===== config.mk =====
export PLATFORM = sky130hd
export DESIGN_NAME = load_store_unit
export DESIGN_NICKNAME = d
export VERILOG_FILES = /design/src/rtl/mem_pkg.sv /design/src/rtl/lsu_lane_align.sv /design/src/rtl/load_store_unit.sv
export SDC_FILE = /design/constraint.sdc
export NUM_CORES = 1
export LEC_CHECK = 0
export BUFFER_PORTS_ARGS = -buffer_cell sky130_fd_sc_hd__buf_2
export CAP_MARGIN = 20
export CORE_ASPECT_RATIO = 0.5
export CORE_UTILIZATION = 37
export DETAILED_ROUTE_END_ITERATION = 7
export HOLD_SLACK_MARGIN = 0.03
export MAX_ROUTING_LAYER = met4
export PLACE_DENSITY = 0.66
export SETUP_SLACK_MARGIN = 0.4
export SLEW_MARGIN = 10
export SYNTH_ARGS = -nofsm -noshare
export SYNTH_HDL_FRONTEND = slang
export SYNTH_SLANG_ARGS = --single-unit

===== constraint.sdc =====
create_clock -name clock -period 3.7 [get_ports clock]
set_clock_uncertainty 0.2 [all_clocks]
set_input_delay 0.37 -clock clock [delete_from_list [all_inputs] [get_ports clock]]
set_output_delay 0.37 -clock clock [all_outputs]
set_load 0.01 [all_outputs]

===== src/rtl/mem_pkg.sv =====
// Data-memory types shared by the load/store unit and the memory side.
package mem_pkg;

    typedef enum logic [1:0] {
        WRITE_DISABLED  = 2'd0,
        WRITE_BYTE      = 2'd1,
        WRITE_HALF_WORD = 2'd2,
        WRITE_WORD      = 2'd3
    } dm_write_type_t;

    typedef enum logic [2:0] {
        ORIGINAL           = 3'd0,
        BYTE_SIGNED        = 3'd1,
        BYTE_UNSIGNED      = 3'd2,
        HALF_WORD_SIGNED   = 3'd3,
        HALF_WORD_UNSIGNED = 3'd4
    } dm_read_extract_extend_type_t;

    typedef enum logic [1:0] {
        IDLE    = 2'd0,
        ISSUE   = 2'd1,
        RESPOND = 2'd2
    } lsu_state_t;

    localparam logic [3:0] BYTE_LANE_ENABLE = 4'b0001;
    localparam logic [3:0] HALF_LOW_ENABLE  = 4'b0011;
    localparam logic [3:0] HALF_HIGH_ENABLE = 4'b1100;
    localparam logic [3:0] WORD_ENABLE      = 4'b1111;

    typedef struct packed {
        logic [1:0]                   byteOffset;
        dm_write_type_t               writeType;
        dm_read_extract_extend_type_t extendType;
    } lsu_request_t;

endpackage


===== src/rtl/lsu_lane_align.sv =====
// Byte-lane placement for stores, lane extract/extend for loads,
// and the alignment check for both.
module lsu_lane_align
    import mem_pkg::*;
(
    input  logic [1:0]                   byteOffset,
    input  dm_write_type_t               writeType,
    input  dm_read_extract_extend_type_t extendType,
    input  logic [31:0]                  storeData,
    input  logic [31:0]                  loadWord,
    output logic [3:0]                   byteEnable,
    output logic [31:0]                  laneData,
    output logic [31:0]                  loadData,
    output logic                         misaligned
);

    logic [7:0]  loadByte;
    logic [15:0] loadHalf;

    assign loadByte = loadWord[{byteOffset, 3'b000} +: 8];
    assign loadHalf = byteOffset[1] ? loadWord[31:16] : loadWord[15:0];

    always_comb begin
        byteEnable = WORD_ENABLE;
        laneData   = '0;
        misaligned = 1'b0;
        unique case (writeType)
            WRITE_BYTE: begin
                byteEnable = BYTE_LANE_ENABLE << byteOffset;
                laneData   = {4{storeData[7:0]}};
            end
            WRITE_HALF_WORD: begin
                byteEnable = byteOffset[1] ? HALF_HIGH_ENABLE
                                           : HALF_LOW_ENABLE;
                laneData   = {2{storeData[15:0]}};
                misaligned = byteOffset[0];
            end
            WRITE_WORD: begin
                laneData   = storeData;
                misaligned = |byteOffset;
            end
            default: begin
                // Loads: width comes from the extend type.
                case (extendType)
                    BYTE_SIGNED,
                    BYTE_UNSIGNED:      misaligned = 1'b0;
                    HALF_WORD_SIGNED,
                    HALF_WORD_UNSIGNED: misaligned = byteOffset[0];
                    default:            misaligned = |byteOffset;
                endcase
            end
        endcase
    end

    always_comb begin
        loadData = loadWord;
        case (extendType)
            BYTE_SIGNED:
                loadData = {{24{loadByte[7]}}, loadByte};
            BYTE_UNSIGNED:
                loadData = {24'h0, loadByte};
            HALF_WORD_SIGNED:
                loadData = {{16{loadHalf[15]}}, loadHalf};
            HALF_WORD_UNSIGNED:
                loadData = {16'h0, loadHalf};
            default:
                loadData = loadWord;
        endcase
    end

endmodule


===== src/rtl/load_store_unit.sv =====
// Pipeline-side data-memory initiator: one access in flight,
// req/ack bus with byte enables and an acknowledge timeout.
module load_store_unit
    import mem_pkg::*;
#(
    parameter int unsigned TIMEOUT_CYCLES = 255
) (
    input  logic        clock,
    input  logic        resetN,
    input  logic        reqValid,
    output logic        reqReady,
    input  logic [31:0] reqAddress,
    input  logic [1:0]  reqWriteType,
    input  logic [2:0]  reqExtendType,
    input  logic [31:0] reqWriteData,
    output logic        respValid,
    output logic [31:0] respData,
    output logic        respMisaligned,
    output logic        respTimeout,
    output logic        memRequest,
    output logic        memWrite,
    output logic [29:0] memAddress,
    output logic [3:0]  memByteEnable,
    output logic [31:0] memWriteData,
    input  logic        memAck,
    input  logic [31:0] memReadData
);

    localparam logic [15:0] TIMEOUT_LAST = 16'(TIMEOUT_CYCLES - 1);

    lsu_state_t   state;
    lsu_request_t held;
    lsu_request_t incoming;
    lsu_request_t active;
    logic [15:0]  timeoutCount;

    logic [3:0]   alignByteEnable;
    logic [31:0]  alignLaneData;
    logic [31:0]  alignLoadData;
    logic         alignMisaligned;

    assign reqReady = resetN && (state == IDLE);

    assign incoming.byteOffset = reqAddress[1:0];
    assign incoming.writeType  = dm_write_type_t'(reqWriteType);
    assign incoming.extendType =
        dm_read_extract_extend_type_t'(reqExtendType);

    // In IDLE the aligner sees the new request, otherwise the held one.
    assign active = (state == IDLE) ? incoming : held;

    lsu_lane_align alignUnit (
        .byteOffset (active.byteOffset),
        .writeType  (active.writeType),
        .extendType (active.extendType),
        .storeData  (reqWriteData),
        .loadWord   (memReadData),
        .byteEnable (alignByteEnable),
        .laneData   (alignLaneData),
        .loadData   (alignLoadData),
        .misaligned (alignMisaligned)
    );

    always_ff @(posedge clock) begin
        if (!resetN) begin
            state          <= IDLE;
            held           <= '0;
            timeoutCount   <= '0;
            respValid      <= 1'b0;
            respData       <= '0;
            respMisaligned <= 1'b0;
            respTimeout    <= 1'b0;
            memRequest     <= 1'b0;
            memWrite       <= 1'b0;
            memAddress     <= '0;
            memByteEnable  <= '0;
            memWriteData   <= '0;
        end else begin
            unique case (state)
                IDLE: begin
                    if (reqValid) begin
                        held         <= incoming;
                        timeoutCount <= '0;
                        if (alignMisaligned) begin
                            respValid      <= 1'b1;
                            respMisaligned <= 1'b1;
                            respTimeout    <= 1'b0;
                            respData       <= '0;
                            state          <= RESPOND;
                        end else begin
                            memRequest    <= 1'b1;
                            memWrite      <=
                                incoming.writeType != WRITE_DISABLED;
                            memAddress    <= reqAddress[31:2];
                            memByteEnable <= alignByteEnable;
                            memWriteData  <= alignLaneData;
                            state         <= ISSUE;
                        end
                    end
                end
                ISSUE: begin
                    if (memAck) begin
                        memRequest  <= 1'b0;
                        respValid   <= 1'b1;
                        respTimeout <= 1'b0;
                        respData    <=
                            (held.writeType == WRITE_DISABLED)
                            ? alignLoadData : 32'h0;
                        state       <= RESPOND;
                    end else if (timeoutCount == TIMEOUT_LAST) begin
                        memRequest  <= 1'b0;
                        respValid   <= 1'b1;
                        respTimeout <= 1'b1;
                        respData    <= '0;
                        state       <= RESPOND;
                    end else begin
                        timeoutCount <= timeoutCount + 16'd1;
                    end
                end
                RESPOND: begin
                    respValid      <= 1'b0;
                    respMisaligned <= 1'b0;
                    respTimeout    <= 1'b0;
                    respData       <= '0;
                    state          <= IDLE;
                end
                default: state <= IDLE;
            endcase
        end
    end

endmodule

==> results of run 1 <==
-- repair_timing --
action | 4_1_cts | 5_1_grt
setup endpoints to repair | 24 | 103
pin swaps | 1 | 2
buffers inserted | 1 | 2
gates resized for setup | 2 | 11
endpoints found under the hold margin | 32 | 0
hold buffers | 32 | 0
gates cloned | 0 | 1
-- layout make-up --
type                            instances  area share, %
Inverter                                5         0.2287
Sequential cell                       128          31.24
Multi-Input combinational cell        529          38.73
Clock inverter                         12          2.516
Timing Repair Buffer                  259          18.62
Clock buffer                           20          5.565
Tap cell                              204          3.110
-- cell families (layout without fill, tap and decap cells) --
group / count (synthesis) / count (layout)
buf+inv: 63 / 296
fa+ha+maj: 6 / 6
xor+xnor: 15 / 15
simple gates: 276 / 277
mux: 11 / 11
compound gates: 220 / 220
flops: 128 / 128
-- through the flow --
| stage | cells | util [%] | hold WS, ns | instance area (µm²) | power (mW) |
|---|---|---|---|---|---|
| 3_5_place_dp | 1089 | 45.89 | 0.2374 | 7129 | 3.770 |
| 4_1_cts | 1154 | 52.33 | 0.03027 | 8129 | 5.705 |
| 5_1_grt | 1157 | 52.83 | 0.04103 | 8207 | 6.099 |
| 2_1_floorplan | 719 | - | 0.2486 | 5938 | 3.132 |
| 3_3_place_gp | 1089 | 45.89 | 0.2352 | 7129 | 3.735 |
| 6_report | 1157 | 52.83 | 0.05013 | 8207 | 5.775 |
-- worst register-to-register path, cell delays in order (launching register included) --
cell,delay (ns)
dfxtp_2,0.37
nor2_4,0.18
mux2i_4,0.31
inv_1,0.09
ha_1,0.22
or2_2,0.29
o311ai_0,0.10
a222oi_1,0.17
buf_4,0.18
buf_4,0.13
or4_1,0.49
buf_6,0.19
o2bb2ai_1,0.16
-- worst min path at each step --
stage / startpoint / cells after the start / slack, ns / to
2_1_floorplan: held[3] / 2 / 0.25 / held[3]
5_1_grt: reqWriteType[1] / 3 / 0.04 / held[4]
3_3_place_gp: memWriteData[6] / 2 / 0.24 / memWriteData[6]
4_1_cts: reqWriteType[0] / 3 / 0.03 / held[3]
3_5_place_dp: respData[6] / 2 / 0.24 / respData[6]
6_report: reqWriteType[1] / 3 / 0.05 / held[4]
-- registers in the layout (all words and copies together) (netlist names) --
register and cells:
memAddress 30, state 2, respValid 1, timeoutCount 16
respMisaligned 1, memWriteData 32, respData 32, memByteEnable 4
respTimeout 1, memRequest 1, held 7, memWrite 1
-- power groups by stage --
stage          registers, mW  clock network [mW]  logic (mW)
6_report                1.75                1.88        2.14
5_1_grt                 1.78                1.97        2.34
4_1_cts                 1.74                1.91        2.05
3_5_place_dp            1.77                   0        2.00
3_3_place_gp            1.77                   0        1.97
2_1_floorplan           1.84                   0        1.29
-- metal layers --
layer,track usage (%),wire length [µm],up-vias
met1,28.45,8439,2838
met3,4.533,1012,31
met4,7.768,380,0
met2,35.19,8665,215
li1,-,-,3038
met5,-,0,-
-- cell usage in the layout, fill, tap and decap left out, types with 19 or more instances in the layout --
cell	netlist	layout
nand2_1	98	98
buf_2	11	208
o2bb2ai_1	25	25
o21ai_0	83	83
nand3_1	46	46
a21oi_1	27	27
dlygate4sd3_1	0	32
nor2_1	56	55
nand2b_1	19	19
dfxtp_1	128	127
==> results.txt, run 1 <==
Die Y -> 91.58 µm
Share of power burned in registers -> 30.4%
Critical path class -> reg2reg
Share of cells above drive strength 1 -> 29.17%
Pwr dens -> 703.6 nW/µm²
Post-route setup TNS -> 0 ns
R2R Setup Slk -> 0.54 ns
First-pass GRT wire length -> 28,820 µm
Initial antenna violation count -> 0
Synthesized instance count -> 719
Largest family of logic cells by synthesized area -> compound AO/OA/AOI/OAI gates
Sw power -> 2.109 mW
GRT Util Overall -> 22.32%
Placer Congestion -> 0.9341
Seq cells post-synth -> 128
Post-Synth Simple-Gate Area -> 21.96%
Crit path capture -> memWriteData[23]
TritonCTS clock tree -> done
Synth Area in XOR/XNOR -> 2.212%
Fillers -> 1,439
Starting Density -> 38.22%
Worst path slowest cell -> or4_1
Area of the multi-input gates -> 3178 µm²
FF-to-FF End -> memWriteData[23]
Sequential area share after synthesis -> 43.15%
Synth top cells by count -> dfxtp_1 (128), nand2_1 (98), o21ai_0 (83)
Synth cell types -> 58
Worst EP required -> 3.84 ns
Cell Area, Synth -> 5938 µm²
CP cell instances -> nor2_4 > mux2i_4 > inv_1 > ha_1 > or2_2 > o311ai_0 > a222oi_1 > buf_4 > buf_4 > or4_1 > buf_6 > o2bb2ai_1
Routed Antenna Nets -> 0
Storage cell area -> 2564 µm²
Clock power share -> 32.6%
Pin count of the biggest net entering global routing -> 89
Yosys top cell by area -> dfxtp_1
Cell Int Power -> 3.665 mW
Core Box Area -> 15,530 µm²
Cell row count -> 32
Congestion Overflow GR -> 0
Post-DP HPWL -> 12,440 µm
Synth warn -> 0
Startpoint Class -> register
Lkg Pwr -> 3.470 nW
Syn_area_per_cell -> 8.259 µm²
Net Count, Synth -> 830
Mux contribution to synthesized area -> 1.938%
RSZ-0062 raised after global routing -> false
Worst slew pin tran -> 0.8501 ns
Die area -> 16,590 µm²
DRT iter0 DRCs -> 452
Final Hold Viols -> 0
Leading post-synthesis cells by cell area -> dfxtp_1 (43%), o21ai_0 (7.0%), nand2_1 (6.2%)
Final Max Tran Viols -> 0
Post-Synth Adder-Cell Area -> 1.264%
CP Launch Point -> state[1]
H-tree depth -> 4
Vias in the first global route -> 5,691
Total number of vias -> 6,122
Antenna cells -> 0
Count leader, synth -> dfxtp_1
I/O pin cnt -> 209
CP delay by family, top -> simple AND/OR/NAND/NOR gates
CP max stage delay -> 0.49 ns
CP most frequent cell -> buf_4
Root Driver -> clkbuf_16
First drt pass iteration count -> 6
Worst EP arrival -> 3.30 ns
Sink Count -> 128
Fin crit share -> 85.38%
Final net count -> 1,051
Setup crit end kind -> register
R2R Path Start -> state[1]
Routed Wire Length -> 18,500 µm
DRC Markers -> 0
Predominant post-synthesis flop cell -> dfxtp_1
Vias per cell -> 5.291
Compound-Gate Fraction of Synth Area -> 24.82%
Status -> finished, final reports clean
Number of flops mapped to enable cells by yosys -> 0
Worst hold path type -> in2reg
Per-cell routed wire length -> 15.99 µm
Max Root-Sink Buffers -> 2
Combinational power share -> 37.1%
Pre-CTS WS -> 0.3205 ns
Max-cap check violation count -> 0
Die width -> 181.2 µm
Worst path bufs/invs -> 4
Critical Path Stages -> 12
Top cell type's share of synthesized area -> 43.15%
Reg2reg path depth -> 12
Final worst slack -> 0.5410 ns
Slew headroom -> 42.89%
Peak VDD IR -> 419.9 µV
Input/output buffers -> 208
Clk_lat worst skew -> 0.41 ns
Area Growth Syn to Fin -> 38.20%
Async SR Flop Fraction -> 0%
Setup violations, final -> 0
Maximum net fanout on the critical path -> 24
Final min period -> 3.159 ns
CTS buffer count -> 17
Highest clock rate -> 0.3166 GHz
Sw frac -> 36.53%
Worst-path clk slew -> 0.06 ns
Power figures use the tool's default switching activity.
==> inputs of run 2 (changes only) <==
ABC_AREA = 1   (was not set)
PLACE_DENSITY = 0.64   (was 0.66)
RECOVER_POWER = 100   (was not set)
==> run 2 against run 1 <==
Against the previous run: non-clock buffer count unchanged; total power increased by 57%; sequential power increased by 19%.
==> results.txt, run 2 <==
Status -> finished, final reports clean
Post-Synth Adder-Cell Area -> 1.011%
Vias in the first global route -> 7,562
Per-cell routed wire length -> 13.79 µm
GR peak layer -> met2
GR Util met2 -> 38.72%
Placer Congestion -> 0.8981
Final min period -> 3.128 ns
Largest family of logic cells by synthesized area -> simple AND/OR/NAND/NOR gates
Area Growth Syn to Fin -> 24.51%
Post-Synth Simple-Gate Area -> 41.69%
Die width -> 202.4 µm
Count leader, synth -> nand2_1
Pin count of the biggest net entering global routing -> 68
Max-cap check violation count -> 0
Highest clock rate -> 0.3197 GHz
Sink Count -> 128
CP most frequent cell -> nand2_1
DRT iter0 DRCs -> 553
Post-route insts no fill -> 1,671
Worst hold path type -> in2reg
Top flop regs -> memWriteData (32), respData (32), memAddress (30)
Share of cells above drive strength 1 -> 12.03%
First-pass GRT wire length -> 37,030 µm
Hold_sp -> reqAddress[28]
Maximum net fanout on the critical path -> 66
CTS buffer count -> 17
Congestion Overflow GR -> 0
Initial antenna violation count -> 0
Starting Density -> 37.99%
Startpoint Class -> register
Worst path slowest cell -> dfxtp_1
First drt pass iteration count -> 5
TritonCTS clock tree -> done
Final Hold Viols -> 0
Met1 GRT Util -> 28.20%
Synthesized instance count -> 1,199
Yosys top cell by area -> dfxtp_1
Leading post-synthesis cells by cell area -> dfxtp_1 (35%), nand2_1 (18%), nand3_1 (7.8%)
Sequential area share after synthesis -> 34.50%
Cell Area, Synth -> 7427 µm²
Mux contribution to synthesized area -> 0%
Synth Area in XOR/XNOR -> 0.5896%
RSZ-0062 raised after global routing -> false
Synth cell types -> 36
Most common cell after layout, fill and taps aside -> nand2_1
Die Y -> 102.2 µm
Final instance area -> 9248 µm²
Post-route setup TNS -> 0 ns
Async SR Flop Fraction -> 0%
Die area -> 20,680 µm²
Area post-placement -> 8526 µm²
Setup crit end kind -> register
Total number of vias -> 8,260
Fillers -> 2,133
Vias per cell -> 4.943
Slew headroom -> 49.45%
Final net count -> 1,504
Compound-Gate Fraction of Synth Area -> 10.53%
Syn_area_per_cell -> 6.194 µm²
CP cell instances -> inv_1 > nand2_1 > nand2_1 > nand2_2 > nand3_1 > nand2_1 > inv_2 > nand2_4 > nand3_4 > nand2_4 > buf_6 > nand4_1 > nand2_1 > nor2_1
Most used cells in the layout excluding fill and tap cells -> nand2_1 (349), nor2_1 (137), dfxtp_1 (128)
Clk_lat worst skew -> 0.42 ns
Critical path class -> reg2reg
Max Root-Sink Buffers -> 2
Cell row count -> 36
Routed Antenna Nets -> 0
Seq cells post-synth -> 128
Routed Wire Length -> 23,040 µm
H-tree depth -> 4
Number of flops mapped to enable cells by yosys -> 0
Post-DP HPWL -> 16,070 µm
GRT Util Overall -> 23.07%
DRC Markers -> 0
Pwr dens -> 978.4 nW/µm²
Predominant post-synthesis flop cell -> dfxtp_1
Final Max Tran Viols -> 0
Worst-path clk slew -> 0.06 ns
CP max stage delay -> 0.47 ns
Synth top cells by count -> nand2_1 (347), nor2_1 (139), dfxtp_1 (128)
Core Box Area -> 19,550 µm²
Peak VDD IR -> 514.6 µV
Input/output buffers -> 208
Top cell type's share of synthesized area -> 34.50%
Worst EP required -> 3.80 ns
Lkg Pwr -> 4.189 nW
CP Launch Point -> state[0]
Antenna cells -> 0
Pwr Total -> 9.048 mW
Root Driver -> clkbuf_16
R2R Path Start -> state[0]
Worst path bufs/invs -> 3
Net Count, Synth -> 1,310
Worst slew pin tran -> 0.7574 ns
Fin crit share -> 84.54%
I/O pin cnt -> 209
Worst EP arrival -> 3.23 ns
CP delay by family, top -> simple AND/OR/NAND/NOR gates
Placed cells -> 1,604
Setup violations, final -> 0
Synth warn -> 0
M3 GR Usage -> 4.528%
## run 2: cell count changes after synthesis, sizes merged, moves of 26 or more
cell,before,now
a21oi,28,78
inv,5,121
nand2,98,355
nand3,46,120
nand4,2,70
nor2,57,141
o21ai,88,62
## run 2: layout make-up
class | instances | area (µm²) | share of cell area (%)
clock buffers | 19 | 432.9 | 4.681
clock inverters | 12 | 72.57 | 0.7847
inverters | 121 | 454.2 | 4.911
multi-input cells | 866 | 4004 | 43.30
flip-flops and latches | 128 | 2562 | 27.71
well taps | 266 | 332.8 | 3.599
repair buffers | 259 | 1389 | 15.02
## run 2: kinds of logic (layout without fill, tap and decap cells)
logic type	count (synthesis)	in the layout
AND/OR/NAND/NOR	705	705
AO/OA/AOI/OAI	150	150
buffers and inverters	205	411
XOR/XNOR	5	5
flip-flops	128	128
adder cells (fa/ha/maj)	6	6
## run 2: what timing repair did
item,in CTS,in global routing
endpoints found under the hold margin,32,1
hold buffers,32,1
setup endpoints to repair,0,74
resized for setup,0,2
buffers inserted,0,2
## run 2: path summary, 6_finish.rpt
kind | to | slack, ns | cells after the start
worst min register to register | memWrite | 0.24 | 2
worst min-delay path | memAddress[26] | 0.05 | 3
worst max-delay path | memWriteData[15] | 0.57 | 14
worst max register to register | memWriteData[15] | 0.57 | 14
## run 2: where the power goes
group	switching, mW	total, mW	internal (mW)
registers	0.255	2.08	1.83
clock network	0.636	1.48	0.841
logic	3.77	5.49	1.72
## run 2: stage by stage
stage / setup slack, ns / hold slack (ns) / util [%]
finish: 0.5720 / 0.05270 / 47.31
global route: 0.2812 / 0.04815 / 47.31
CTS: 0.5433 / 0.03006 / 47.84
detailed placement: 0.5533 / 0.2330 / 43.61
global placement: 0.6382 / 0.2351 / 43.61
floorplan: 0.5744 / 0.2523 / -
## run 2: worst register-to-register path, delay by kind of cell, from the launching register on
| family | cells | cell delay, ns |
|---|---|---|
| and+or+nand+nor | 11 | 1.73 |
| DFF | 1 | 0.47 |
| buffers and inverters | 3 | 0.61 |
## run 2: per-layer routing
metal,vias to the layer above,wire [µm]
met5,-,0
met4,0,422
met3,29,1004
met2,221,10810
met1,3744,10810
li1,4266,-
==> inputs of run 3 (changes only) <==
clock period = 3.2 ns   (was 3.7 ns; I/O delays follow)
==> run 3 against run 2 <==
Against the previous run: global-route usage grew 0.62 points; non-clock buffer count grew 12; die area unchanged; clock-buffer cell count is 1 lower; setup slack lost 0.16 ns; critical path depth down 3; fmax up 12%; cell count increased by 0.96%; via count grew 3.3%; sequential share of layout area is 0.83 points lower; flip-flop and latch count did not move; critical endpoint is now respData[18].
==> results.txt, run 3 (synthesis results as in run 2) <==
Final Max Tran Viols -> 0
Die area -> 20,680 µm²
Per-cell routed wire length -> 14.26 µm
Post-route setup TNS -> 0 ns
RSZ-0062 raised after global routing -> false
Worst path bufs/invs -> 2
Lkg Pwr -> 4.315 nW
CTS buffer count -> 17
Status -> finished, final reports clean
Worst EP required -> 3.31 ns
First drt pass iteration count -> 5
Routed Antenna Nets -> 0
Storage cell area -> 2566 µm²
Routed Wire Length -> 24,050 µm
TritonCTS clock tree -> done
CP max stage delay -> 0.61 ns
Worst EP arrival -> 2.90 ns
Area of the multi-input gates -> 4065 µm²
Pin count of the biggest net entering global routing -> 70
GRT Util Overall -> 23.69%
Critical path class -> reg2reg
Max-cap check violation count -> 0
Starting Density -> 37.99%
Top flop regs -> memWriteData (32), respData (32), memAddress (30)
Placer Congestion -> 0.8930
Pwr dens -> 1168 nW/µm²
Fin crit share -> 87.25%
Core Box Area -> 19,550 µm²
Congestion Overflow GR -> 0
Highest clock rate -> 0.3582 GHz
Cell row count -> 36
CP cell instances -> nor2_2 > o21ai_1 > inv_1 > ha_1 > o22ai_1 > o21ai_1 > nand2_4 > nand2_8 > buf_6 > a21oi_1 > nor2_1
Fillers -> 2,090
Worst-path clk slew -> 0.06 ns
Sink Count -> 128
Peak VDD IR -> 667.1 µV
I/O pin cnt -> 209
Max Root-Sink Buffers -> 2
Worst slew pin tran -> 0.8007 ns
Maximum net fanout on the critical path -> 35
H-tree depth -> 4
Final min period -> 2.792 ns
Input/output buffers -> 208
Hold Path Cell Cnt -> 3
DRT iter0 DRCs -> 563
Post-DP HPWL -> 16,310 µm
Initial antenna violation count -> 0
Root Driver -> clkbuf_16
CP delay by family, top -> compound AO/OA/AOI/OAI gates
Total number of vias -> 8,529
Die width -> 202.4 µm
Setup crit end kind -> register
Worst hold path type -> in2reg
Slew headroom -> 46.62%
Startpoint Class -> register
First-pass GRT wire length -> 38,360 µm
DRC Markers -> 0
Final hold slack -> 0.06792 ns
CP most frequent cell -> o21ai_1
Vias in the first global route -> 7,811
Final Hold Viols -> 0
Setup violations, final -> 0
Most common cell after layout, fill and taps aside -> nand2_1
Die Y -> 102.2 µm
Vias per cell -> 5.056
Area Growth Syn to Fin -> 28.54%
Final net count -> 1,518
Clk_lat worst skew -> 0.42 ns
Reg2reg path depth -> 11
Most used cells in the layout excluding fill and tap cells -> nand2_1 (347), nor2_1 (136), dfxtp_1 (127)
Worst path slowest cell -> dfxtp_1
Share of cells above drive strength 1 -> 13.46%
Critical Path Stages -> 11
[run 3: changes by cell type in the layout (fill, tap and decap cells not counted), sizes merged]
cell / previous run / this run
buf: 120 / 131
clkinv: 10 / 5
bufinv: 0 / 4
clkbuf: 125 / 122
dlygate4sd3: 33 / 36
diode: 0 / 2
inv: 121 / 123
a21oi: 78 / 79
nor2: 141 / 142
[run 3: routing by layer]
metal	GRT usage (%)	wire length, µm	up-vias
met5	-	0	-
met1	29.99	11070	3947
met3	4.528	1218	30
li1	-	-	4307
met4	6.593	443	0
met2	38.75	11320	245
[run 3: worst paths after layout]
kind	endpoint	slack (ns)	start
min reg2reg	respMisaligned	0.25	respMisaligned
min	held[4]	0.07	reqWriteType[1]
max	respData[18]	0.41	state[1]
max reg2reg	respData[18]	0.41	state[1]
[run 3: layout make-up]
type / count / share of cell area [%]
Clock inverter: 13 / 1.966
Clock buffer: 18 / 4.495
Antenna cell: 2 / 0.05242
Inverter: 121 / 4.758
Multi-Input combinational cell: 868 / 42.58
Tap cell: 266 / 3.486
Timing Repair Buffer: 271 / 15.78
Sequential cell: 128 / 26.88
[run 3: worst reg2reg max path, stage by stage, from the launching register on]
cell and delay [ns]:
dfxtp_1 0.61, nor2_2 0.16, o21ai_1 0.27, inv_1 0.12
ha_1 0.24, o22ai_1 0.15, o21ai_1 0.14, nand2_4 0.16
nand2_8 0.17, buf_6 0.27, a21oi_1 0.15, nor2_1 0.06
[run 3: timing repair]
| item | CTS | global route |
|---|---|---|
| hold buffers | 36 | 0 |
| setup buffers | 4 | 0 |
| cloned | 1 | 1 |
| pin swaps | 1 | 1 |
| resized for setup | 3 | 13 |
| hold endpoints to repair | 36 | 0 |
| endpoints found under the setup margin | 93 | 98 |
[run 3: power by group]
part           leakage, nW  total [mW]  switching (mW)  internal [mW]
combinational         2.97        6.66            4.49           2.17
sequential            1.05        2.42           0.303           2.11
clock                0.298        2.08           0.770           1.31
[run 3: per-stage QoR]
step | util, % | cells | instance area, µm² | total power, mW | setup WS (ns)
after floorplan | - | 1199 | 7442 | 7.449 | 0.4160
after global placement | 43.92 | 1612 | 8586 | 8.842 | 0.3224
after detailed placement | 43.92 | 1612 | 8586 | 8.905 | 0.2247
after CTS | 49.15 | 1684 | 9608 | 11.13 | 0.4237
after global routing | 48.81 | 1685 | 9542 | 12.23 | 0.2072
final | 48.84 | 1687 | 9547 | 11.15 | 0.4079
